--- src/rtl/regfile_pkg.sv ---
// Shared register-file types and constants for the RV32E write-back scheduler.
// The forwarding option is selected by the WB_BYPASS_EN macro in regfile_wb_sched.
package regfile_pkg;

    localparam int DATA_W   = 32;
    localparam int NUM_REGS = 16;
    localparam int REG_AW   = 4;

    typedef logic [REG_AW-1:0] reg_idx_t;
    typedef logic [DATA_W-1:0] reg_data_t;

    localparam reg_idx_t ZERO_REG = 4'd0;

    // True when a non-x0 source index names the given register.
    function automatic logic src_hits(input reg_idx_t src, input reg_idx_t dst);
        return (src != ZERO_REG) && (src == dst);
    endfunction

endpackage

--- src/rtl/regfile_wb_sched_rr_arb2.sv ---
// Two-requester round-robin arbiter; bit 0 is execute, bit 1 is load return.
// The pointer records whether execute won the last grant.
module rr_arb2 (
    input  logic       clk,
    input  logic       rst_n,
    input  logic [1:0] req,
    output logic [1:0] gnt
);

    logic ex_last_q;
    logic ex_last_d;

    // Grant logic: a lone requester wins, on contention the previous winner yields.
    always_comb begin
        gnt       = 2'b00;
        ex_last_d = ex_last_q;
        if (!rst_n) begin
            gnt = 2'b00;
        end else if (req == 2'b11) begin
            gnt = ex_last_q ? 2'b10 : 2'b01;
        end else begin
            gnt = req;
        end
        if (gnt != 2'b00) begin
            ex_last_d = gnt[0];
        end else begin
            ex_last_d = ex_last_q;
        end
    end

    // Pointer register, cleared so execute is favoured first.
    always_ff @(posedge clk) begin
        if (!rst_n) begin
            ex_last_q <= 1'b0;
        end else begin
            ex_last_q <= ex_last_d;
        end
    end

endmodule

--- src/rtl/regfile_wb_sched.sv ---
// Register-file write-port scheduler and load scoreboard for RV32E.
// Define WB_BYPASS_EN to add forwarding ports in place of the in-flight-write stall.
module regfile_wb_sched
    import regfile_pkg::*;
(
    input  logic                clk,
    input  logic                rst_n,
    input  logic                ex_valid,
    input  logic [REG_AW-1:0]   ex_rd,
    input  logic [DATA_W-1:0]   ex_data,
    output logic                ex_ready,
    input  logic                ld_valid,
    input  logic [REG_AW-1:0]   ld_rd,
    input  logic [DATA_W-1:0]   ld_data,
    output logic                ld_ready,
    input  logic                ld_issue,
    input  logic [REG_AW-1:0]   ld_issue_rd,
    input  logic [REG_AW-1:0]   rs1,
    input  logic [REG_AW-1:0]   rs2,
    output logic                stall,
    output logic [NUM_REGS-1:0] busy,
    output logic                issue_err,
    output logic                rf_wr_en,
    output logic [REG_AW-1:0]   rf_wr_reg,
    output logic [DATA_W-1:0]   rf_wr_value
`ifdef WB_BYPASS_EN
    ,
    output logic                fwd1_en,
    output logic [DATA_W-1:0]   fwd1_data,
    output logic                fwd2_en,
    output logic [DATA_W-1:0]   fwd2_data
`endif
);

    logic [NUM_REGS-1:0] busy_q, busy_d;
    logic                issue_err_q, issue_err_d;
    logic                wr_en_q, wr_en_d;
    reg_idx_t            wr_reg_q, wr_reg_d;
    reg_data_t           wr_val_q, wr_val_d;
    logic [1:0]          req_s, gnt_s;
    reg_idx_t            sel_rd_s;
    reg_data_t           sel_data_s;

    // An execute write to a register with a load outstanding waits, keeping WAW order.
    assign req_s = {ld_valid, ex_valid & ~busy_q[ex_rd]};

    rr_arb2 u_arb (
        .clk   (clk),
        .rst_n (rst_n),
        .req   (req_s),
        .gnt   (gnt_s)
    );

    assign ex_ready = gnt_s[0];
    assign ld_ready = gnt_s[1];

    // Next-state for the write register, scoreboard and sticky issue error.
    always_comb begin
        sel_rd_s   = ZERO_REG;
        sel_data_s = 32'd0;
        if (gnt_s[0]) begin
            sel_rd_s   = ex_rd;
            sel_data_s = ex_data;
        end else if (gnt_s[1]) begin
            sel_rd_s   = ld_rd;
            sel_data_s = ld_data;
        end else begin
            sel_rd_s   = ZERO_REG;
            sel_data_s = 32'd0;
        end

        wr_en_d  = (gnt_s != 2'b00) && (sel_rd_s != ZERO_REG);
        wr_reg_d = wr_reg_q;
        wr_val_d = wr_val_q;
        if (wr_en_d) begin
            wr_reg_d = sel_rd_s;
            wr_val_d = sel_data_s;
        end else begin
            wr_reg_d = wr_reg_q;
            wr_val_d = wr_val_q;
        end

        busy_d = busy_q;
        if (gnt_s[1]) begin
            busy_d[ld_rd] = 1'b0;
        end else begin
            busy_d = busy_q;
        end
        if (ld_issue && (ld_issue_rd != ZERO_REG)) begin
            busy_d[ld_issue_rd] = 1'b1;
        end else begin
            busy_d[0] = 1'b0;
        end
        busy_d[0] = 1'b0;

        // A re-issue to a register whose load returns this same cycle is legal.
        issue_err_d = issue_err_q
                    | (ld_issue && (ld_issue_rd != ZERO_REG) && busy_q[ld_issue_rd]
                       && !(gnt_s[1] && (ld_rd == ld_issue_rd)));
    end

    // State registers; reset drops any write granted in the same cycle.
    always_ff @(posedge clk) begin
        if (!rst_n) begin
            busy_q      <= 16'd0;
            issue_err_q <= 1'b0;
            wr_en_q     <= 1'b0;
            wr_reg_q    <= 4'd0;
            wr_val_q    <= 32'd0;
        end else begin
            busy_q      <= busy_d;
            issue_err_q <= issue_err_d;
            wr_en_q     <= wr_en_d;
            wr_reg_q    <= wr_reg_d;
            wr_val_q    <= wr_val_d;
        end
    end

    assign busy        = busy_q;
    assign issue_err   = issue_err_q;
    assign rf_wr_en    = wr_en_q;
    assign rf_wr_reg   = wr_reg_q;
    assign rf_wr_value = wr_val_q;

`ifdef WB_BYPASS_EN
    assign fwd1_en   = wr_en_q && src_hits(rs1, wr_reg_q);
    assign fwd2_en   = wr_en_q && src_hits(rs2, wr_reg_q);
    assign fwd1_data = wr_val_q;
    assign fwd2_data = wr_val_q;
    assign stall     = ((rs1 != ZERO_REG) && busy_q[rs1]) || ((rs2 != ZERO_REG) && busy_q[rs2]);
`else
    // The write in flight is not yet readable from the register file.
    assign stall = ((rs1 != ZERO_REG) && busy_q[rs1]) || ((rs2 != ZERO_REG) && busy_q[rs2])
                 || (wr_en_q && (src_hits(rs1, wr_reg_q) || src_hits(rs2, wr_reg_q)));
`endif

endmodule

--- config.mk ---
export PLATFORM = sky130hd
export DESIGN_NAME = regfile_wb_sched
export DESIGN_NICKNAME = d
export VERILOG_FILES = /design/src/rtl/regfile_pkg.sv /design/src/rtl/regfile_wb_sched_rr_arb2.sv /design/src/rtl/regfile_wb_sched.sv
export SDC_FILE = /design/constraint.sdc
export NUM_CORES = 1
export LEC_CHECK = 0
export BUFFER_PORTS_ARGS = -buffer_cell sky130_fd_sc_hd__clkbuf_2
export CAP_MARGIN = 5
export CORE_AREA = 2 2 89 91
export CTS_CLUSTER_SIZE = 16
export DETAILED_ROUTE_END_ITERATION = 12
export DIE_AREA = 0 0 91 93
export HOLD_SLACK_MARGIN = 0.08
export PLACE_DENSITY = 0.75
export SKIP_LAST_GASP = 1
export SLEW_MARGIN = 30
export SYNTH_ARGS = -nofsm -noshare
export SYNTH_HDL_FRONTEND = slang
export SYNTH_HIERARCHICAL = 1
export SYNTH_SLANG_ARGS = --single-unit
--- constraint.sdc ---
create_clock -name clk -period 3.6 [get_ports clk]
set_input_delay 0.72 -clock clk [delete_from_list [all_inputs] [get_ports clk]]
set_output_delay 0.72 -clock clk [all_outputs]
set_load 0.1 [all_outputs]
Yosys cells after proc, flatten, opt, wreduce, memory -nomap -nowiden
Index checks and enable logic that the tools add are counted.

cells by class
  bitwise operators = 6
  shifts and indexed selects = 0
  reduce and logical (&&, ||, !) cells = 21
  $lt $le $gt $ge = 7
  mux-type cells = 21
  div/mod/pow operators = 0
  multipliers = 0
  eq/ne operators = 4
  $add $sub $neg = 0

operators by type and width
  operator            count
  $mux 32             2
  $lt 4x5->1 const B  5
  $and 16x16->16      1
  $bmux 1 s4          4
  $mux 16             1
  $not 16->16         1
  $or 16x16->16       1
  $reduce_bool 4->1   4
  $mux 15             1
  $eq 4x4->1          3
  $logic_and 1x1->1   12
  $demux 1 s4         2
  $ge 4x1->1 const B  2
  $mux 4              2
  $mux 1              6
  $mux 2              3
  $logic_or 1x1->1    3
  $eq 2x2->1 const B  1
  $reduce_bool 2->1   1
  $and 1x1->1         1
  $logic_not 1->1     1
  $not 1->1           1
  $or 1x1->1          1

storage, ports and cells
  bits in writable memories = 0
  flip-flop bits (word level) = 55
  word-level logic and storage cells = 66
  latch bits = 0
  bits in read-only memories = 0
  memories kept = 0
  output and inout port bits = 57

Depth between registers and ports, before layout
Gate-level depths: netlist of run 1.

  depth after elaboration = 11
  gate-level depth with buffers = 13

By module
Netlist of run 1, hierarchy kept.

modules (own cells, without submodules)
  module            instances  area an instance (sq um)  cells an instance  sequential area each (sq um)
  regfile_wb_sched  1          3021.6                    335                1061.0
  rr_arb2           1          52.6                      7                  20.0

Worst setup path before layout of run 1
Ideal clock, no wire load.

  kind = flip-flop to flip-flop
  from = register busy_q[5], in the netlist busy[5]
  to = register wr_val_q[0], in the netlist rf_wr_value[0]
  stages on the path, launching flop included = 11
  arrival = 4.532 ns
  setup slack = -1.012 ns
  path buffers = 2
  required time = 3.520 ns
  cells stage by stage = dfxtp_1 mux4_2 mux4_2 nor2b_1 a21oi_1 clkbuf_1 o41ai_1 o21ai_1 clkbuf_1 nor2_1 nor3b_1

between the ends
  cells in the longest elaborated chain, start to end = 11

ends and longest elaborated chain
  item                            line                            source
  from (decl)                     regfile_wb_sched.sv:35          logic [NUM_REGS-1:0] busy_q, busy_d;
  from (signal assigned)          regfile_wb_sched.sv:111         busy_q <= busy_d;
  $bmux 1 s4 *                    regfile_wb_sched.sv:45          assign req_s = {ld_valid, ex_valid & ~busy_q[ex_rd]};
  $mux 1 (not written as such) *  regfile_wb_sched.sv:45
  $not 1->1 *                     regfile_wb_sched.sv:45
  $and 1x1->1 *                   regfile_wb_sched.sv:45
  via req_s[0]                    regfile_wb_sched.sv:40          logic [1:0] req_s, gnt_s;
  $eq 2x2->1 *                    regfile_wb_sched_rr_arb2.sv:19  end else if (req == 2'b11) begin
  $mux 2 *                        regfile_wb_sched_rr_arb2.sv:19
  $mux 2 *                        regfile_wb_sched_rr_arb2.sv:17  if (!rst_n) begin
  via ld_ready                    regfile_wb_sched.sv:15          output logic ld_ready,
  $mux 4                          regfile_wb_sched.sv:64          end else if (gnt_s[1]) begin
  $mux 4                          regfile_wb_sched.sv:61          if (gnt_s[0]) begin
  $reduce_bool 4->1               regfile_wb_sched.sv:72          wr_en_d = (gnt_s != 2'b00) && (sel_rd_s != ZERO_REG);
  $logic_and 1x1->1               regfile_wb_sched.sv:72
  to (signal assigned)            regfile_wb_sched.sv:115         wr_val_q <= wr_val_d;
  to (decl)                       regfile_wb_sched.sv:39          reg_data_t wr_val_q, wr_val_d;

The timed path passes the listed nets; every way through them passes the cells marked *. The select of a mux whose other input is x is not followed.
A chain may end at the register's enable or synchronous reset.

Final worst setup path of run 1
  from = input ex_rd[0]
  to = output ex_ready

between the ends
  cells in the longest elaborated chain, start to end = 7

ends and longest elaborated chain
  item                            line                            source
  from (decl)                     regfile_wb_sched.sv:9           input logic [REG_AW-1:0] ex_rd,
  $bmux 1 s4 *                    regfile_wb_sched.sv:45
  $mux 1 (not written as such) *  regfile_wb_sched.sv:45
  $not 1->1 *                     regfile_wb_sched.sv:45
  $and 1x1->1 *                   regfile_wb_sched.sv:45
  via req_s[0]                    regfile_wb_sched.sv:40
  $eq 2x2->1                      regfile_wb_sched_rr_arb2.sv:19
  $mux 2 *                        regfile_wb_sched_rr_arb2.sv:19
  $mux 2 *                        regfile_wb_sched_rr_arb2.sv:17
  to (decl)                       regfile_wb_sched.sv:11          output logic ex_ready,

Marked as above.

==> results of run 1 <==
-- metal layers --
metal / vias up / global-route usage / routed length (µm) / part of all wire
met1: 1513 / 0.289 / 3830 / 0.41
met2: 132 / 0.369 / 4790 / 0.51
met4: 0 / 0.0770 / 211 / 0.023
met3: 20 / 0.0346 / 520 / 0.056
li1: 1534 / - / - / -
met5: - / 0 / 0 / 0
-- synth_stat cells (6+ instances only) --
cell,count,area (µm²)
dfxtp_1,54,1080
nand3_1,7,35.0
xnor2_1,7,61.3
nor2_1,40,150
a21boi_0,15,113
nor3b_1,32,240
a221oi_1,36,315
nor2b_1,9,56.3
nand2_1,24,90.1
mux2i_1,6,60.1
o21ai_0,15,75.1
mux4_2,11,248
clkbuf_1,24,90.1
-- where the power goes --
part           switching, µW  internal (µW)  total, µW
logic                    501            165        666
clock network            205            209        414
registers               32.2            641        673
total                    738           1020       1750
-- final cells by class --
cell class	count	area, µm²	area share
Multi-Input combinational cell	255	1880	0.469
Sequential cell	54	1080	0.270
Timing Repair Buffer	151	803	0.200
Tap cell	102	128	0.0318
Clock buffer	5	68.8	0.0172
Clock inverter	3	43.8	0.0109
Inverter	1	3.75	0.000936
-- logic make-up (layout without fill, tap and decap cells) --
kind of cell              after synthesis  count (layout)  share of synthesized area
other                                   1               1                    0.00122
xor gates and xnor gates               10              10                     0.0285
muxes                                  21              21                      0.120
DFF                                    54              54                      0.352
AOI/OAI and AO/OA                      86              86                      0.212
and+or+nand+nor                       137             137                      0.241
buffers and inverters                  33             160                     0.0460
-- final timing paths --
path / endpoint / slack, ns / depth (start not counted)
setup reg to reg: rf_wr_reg[3] / 0.63 / 9
hold reg to reg: issue_err / 0.50 / 1
hold / removal: issue_err / 0.50 / 1
setup / recovery: ex_ready / 0.19 / 6
-- through the flow --
step                power (µW)  std cells
global placement          1340        563
floorplan                 1200        342
CTS                       1770        571
global route              1840        571
detailed placement        1350        563
finish                    1750        571
-- critical path, cell delays in order --
cell	delay [ns]
clkbuf_2	0.19
mux4_2	0.51
mux4_2	0.48
nor2b_2	0.23
and3_4	0.34
buf_12	0.20
-- cells in the final DEF, fill, tap and decap left out, drive strengths merged, types with 5 or more instances in the layout --
cell / instances
clkbuf: 147
dfxtp: 54
nor2: 40
a221oi: 36
nor3b: 32
nand2: 24
o21ai: 16
a21boi: 15
mux4: 12
nor2b: 9
buf: 9
xnor2: 7
nand3: 7
mux2i: 6
a21oi: 5
==> results by group, run 1 <==
Layout
  • Fill count: 752
  • Layout cells sized above 1: 0.394
  • Area growth syn-to-layout: 30.5%
  • Max reg flops: 32
  • Final net count: 557
  • Design area: 4010 µm²
  • Ant diodes: 0
  • Layout Utilization: 0.533

Timing
  • Fin crit share: 0.947
  • Worst-Margin Slew: 0.668 ns
  • Skew final: 0.0119 ns
  • Hold WS: 0.496 ns
  • Worst slew margin: 0.554
  • TNS Setup: 0 ns
  • Setup ws final: 0.192 ns
  • Hold Violations, Final: 0
  • Min Tclk post-route: 3.41 ns
  • Fmax: around 0.29 GHz
  • Unrepaired setup endpoints after global routing: false
  • Final setup vio count: 0
  • Fin. max-slew vios: 0

Synthesis
  • Asr flop ratio synth: 0
  • EDFF count, synth: 0
  • Distinct cells, synth: 49
  • Avg Cell Area, Syn: 8.99 µm²
  • Synth warn: 6
  • Top FF cell, synth: dfxtp_1
  • Seq/Total Area, Yosys: 0.352
  • Syn nets: 431
  • Yosys reg bits: 54
  • Post-synthesis instance area: around 3100 µm²
  • Gate Count Post-Synth: about 340

Place
  • Placer Congestion: 0.939
  • Post-Place Setup Slack: 0.0913 ns
  • HPWL after DPL: 7000 µm
  • Post-DP Area: 3900 µm²
  • IO buf count: 144

Hold path
  • HP Start: issue_err
  • Hold Path Class: register to register

Clock network
  • H-tree levels: 2
  • Postcts setup bufs: 0
  • Clk pin slew, worst setup/hold paths: 0.09 ns
  • CTS tree: done
  • Longest Clk Path Bufs: 2
  • Clk_lat worst skew: 0.31 ns
  • Cts hold-fix bufs: 0
  • CTS Root Cell: clkbuf_8
  • TritonCTS Buffers: 5
  • Post-CTS sizing: 0
  • Clock Sinks: 54

Power
  • Pleak: about 0.0017 µW
  • Max IR drop VDD: 0.000279 V
  • Pwr/cell area: 437 nW/µm²

Drt
  • DR vias: 3199
  • Wirelength, routed: 9350 µm
  • 1st-pass router iterations: 5
  • WL/cell: ~16 µm
  • Residual DRC: 0
  • Vias per cell: ~5.6
  • 1st-iter DRT viols: around 190
  • Routed Antenna Nets: 0

Global route
  • Largest net degree at the start of global routing: 57
  • Total Routing Usage GR: 0.220
  • Grt total ovfl: 0
  • First-pass GRT wire length: 15100 µm
  • Initial antenna violation count: 0
  • Vias in the first global route: 3022

Setup path
  • Crit path from: ex_rd[0]
  • Worst Path Max Fanout: 13
  • Worst Setup End Kind: output port
  • Startpoint Class: input pin
  • Crit path kind: input pin to output port
  • RR Startpoint: busy[15]
  • Critical Path RT: 2.88 ns
  • Crit path DAT: 2.69 ns

Die
  • Ports: 146
  • Die H: 93 µm
  • Starting density of the core: 0.408
  • Core Area: 7530 µm²
  • Die Wd: 91 µm
  • Die area: approximately 8500 µm²
  • FP Rows: 32

Outcome
  • Status: completed

Run
  • Max_cap viols: 0
Power figures use the tool's default switching activity.
==> run 2, diff against run 1 <==
CORE_AREA = 2 2 96 98   (was 2 2 89 91)
DIE_AREA = 0 0 98 100   (was 0 0 91 93)
PLACE_DENSITY = 0.76   (was 0.75)
SYNTH_HIERARCHICAL = default   (was 1)
==> run 2 against run 1 <==
Net effect: clock power decreased by 18%; largest cell class unchanged; final cell count is 13% higher; total power is 4.3% higher; wire length increased by 29%.
==> results by group, run 2 <==
Clock network
  • Clk_lat worst skew: 0.31 ns
  • Post-CTS sizing: 0
  • H-tree levels: 2
  • Cts hold-fix bufs: 0
  • Longest Clk Path Bufs: 2
  • TritonCTS Buffers: 5
  • Postcts setup bufs: 0
  • Clock Sinks: 54
  • CTS tree: done
  • CTS Root Cell: clkbuf_8
  • Clk pin slew, worst setup/hold paths: 0.09 ns

Drt
  • DR vias: a little over 4000
  • 1st-iter DRT viols: 229
  • Wirelength, routed: 12000 µm
  • Vias per cell: 6.35
  • Residual DRC: 0
  • WL/cell: around 19 µm
  • Routed Antenna Nets: 0
  • 1st-pass router iterations: 4

Layout
  • Most frequent cells in the layout: 142 x clkbuf_2, 54 x dfxtp_1, 51 x nand2_1
  • Area growth syn-to-layout: 21.7%
  • Non-filler instance count after layout: 647
  • Most common cell after layout, fill and taps aside: clkbuf_2
  • Final net count: 624
  • Layout cells sized above 1: 0.407
  • Design area: 4720 µm²
  • Max reg flops: 32
  • Ant diodes: 0

Timing
  • Hold Violations, Final: 0
  • Min Tclk post-route: 3.29 ns
  • Fin crit share: 0.913
  • Worst-Margin Slew: 0.693 ns
  • Fin. max-slew vios: 0
  • Final setup vio count: 0
  • Worst slew margin: 0.535
  • Hold WS: ~0.47 ns
  • Unrepaired setup endpoints after global routing: false
  • Fmax: 0.304 GHz
  • TNS Setup: 0 ns
  • Skew final: about 0.0099 ns

Synthesis
  • Synth area leader: dfxtp_1
  • Gate Count Post-Synth: about 430
  • Seq/Total Area, Yosys: 0.279
  • Post-synthesis instance area: 3880 µm²
  • Syn nets: slightly above 500
  • Top FF cell, synth: dfxtp_1
  • Asr flop ratio synth: 0
  • Synth top area share: 0.279
  • Yosys reg bits: 54
  • Top cells by count, synth: 54 x dfxtp_1, 51 x nand2_1, 42 x clkbuf_1
  • EDFF count, synth: 0
  • Distinct cells, synth: 49
  • Synth warn: 0
  • Avg Cell Area, Syn: just over 9 µm²
  • Most frequent cell after synthesis: dfxtp_1
  • Synth top area cells: dfxtp_1 28%, a311oi_2 10%, mux4_2 7.0%

Place
  • HPWL after DPL: 8460 µm
  • Post-DP Area: 4630 µm²
  • IO buf count: 144
  • Placed insts: approximately 640
  • Placer Congestion: 0.936

Hold path
  • Hold Path Class: register to register

Global route
  • Largest net degree at the start of global routing: 35
  • Initial antenna violation count: 0
  • Grt total ovfl: 0
  • Vias in the first global route: 3847
  • First-pass GRT wire length: 19300 µm
  • Total Routing Usage GR: 0.240

Setup path
  • Crit path DAT: 2.57 ns
  • Critical Path RT: 2.88 ns
  • Worst Setup End Kind: output port
  • Worst Path Max Fanout: 7
  • Crit path kind: input pin to output port
  • Startpoint Class: input pin

Die
  • Die H: 100 µm
  • Starting density of the core: 0.436
  • Core Area: 8890 µm²
  • Die area: 9800 µm²
  • Ports: 146
  • Die Wd: between 90 and 100 µm
  • FP Rows: 35

Outcome
  • Status: completed

Power
  • Pwr/cell area: 387 nW/µm²
  • Max IR drop VDD: between 0.0002 and 0.00025 V
  • Pleak: about 0.0019 µW

Run
  • Max_cap viols: 0
[run 2: area by class of cell]
cell class                 count  area (µm²)
fill                         837        4170
multi-input combinational    312        2550
sequential                    54        1080
timing repair buffer         156         841
tap                          111         139
clock buffer                   6        72.6
inverter                       6        22.5
clock inverter                 2        13.8
[run 2: worst max-delay path, stage by stage]
cell	delay [ns]
clkbuf_2	0.20
mux4_2	0.53
mux4_2	0.47
a211o_1	0.28
clkbuf_2	0.37
[run 2: power breakdown]
group / switching [µW] / leakage (µW) / internal [µW]
Combinational: 599 / 0.00138 / 203
Sequential: 44.9 / 0.000444 / 644
Clock: 200 / 0.0000452 / 138
Total: 843 / 0.00187 / 985
[run 2: logic make-up (layout without fill, tap and decap cells)]
kind of cell | after synthesis | after routing | share of synthesized area
DFF | 54 | 54 | 0.279
buffers and inverters | 61 | 170 | 0.0700
AOI/OAI and AO/OA | 135 | 135 | 0.324
xor gates and xnor gates | 12 | 12 | 0.0271
other | 1 | 1 | 0.000967
muxes | 24 | 24 | 0.106
and+or+nand+nor | 140 | 140 | 0.193
[run 2: worst paths after layout]
kind / startpoint / endpoint / cells past startpoint / slack [ns]
max: rs1[0] / stall / 5 / 0.31
min: issue_err / issue_err / 2 / 0.47
max reg2reg: busy[5] / rf_wr_value[30] / 7 / 0.99
min reg2reg: issue_err / issue_err / 2 / 0.47
[run 2: metal layers]
metal  vias to the layer above  track usage  routed length, µm
met1                      1934        0.322               4980
li1                       1918            -                  -
met3                        18       0.0341               1130
met5                         -            0                  0
met4                         0       0.0876                196
met2                       238        0.395               5730
[run 2: through the flow]
step / total power (µW) / setup slack [ns] / util
6_report: 1830 / 0.313 / 0.531
5_1_grt: 1910 / 0.267 / 0.531
4_1_cts: 1830 / 0.303 / 0.531
3_5_place_dp: 1500 / 0.303 / 0.521
3_3_place_gp: 1490 / 0.346 / 0.521
2_1_floorplan: 1330 / 0.203 / -
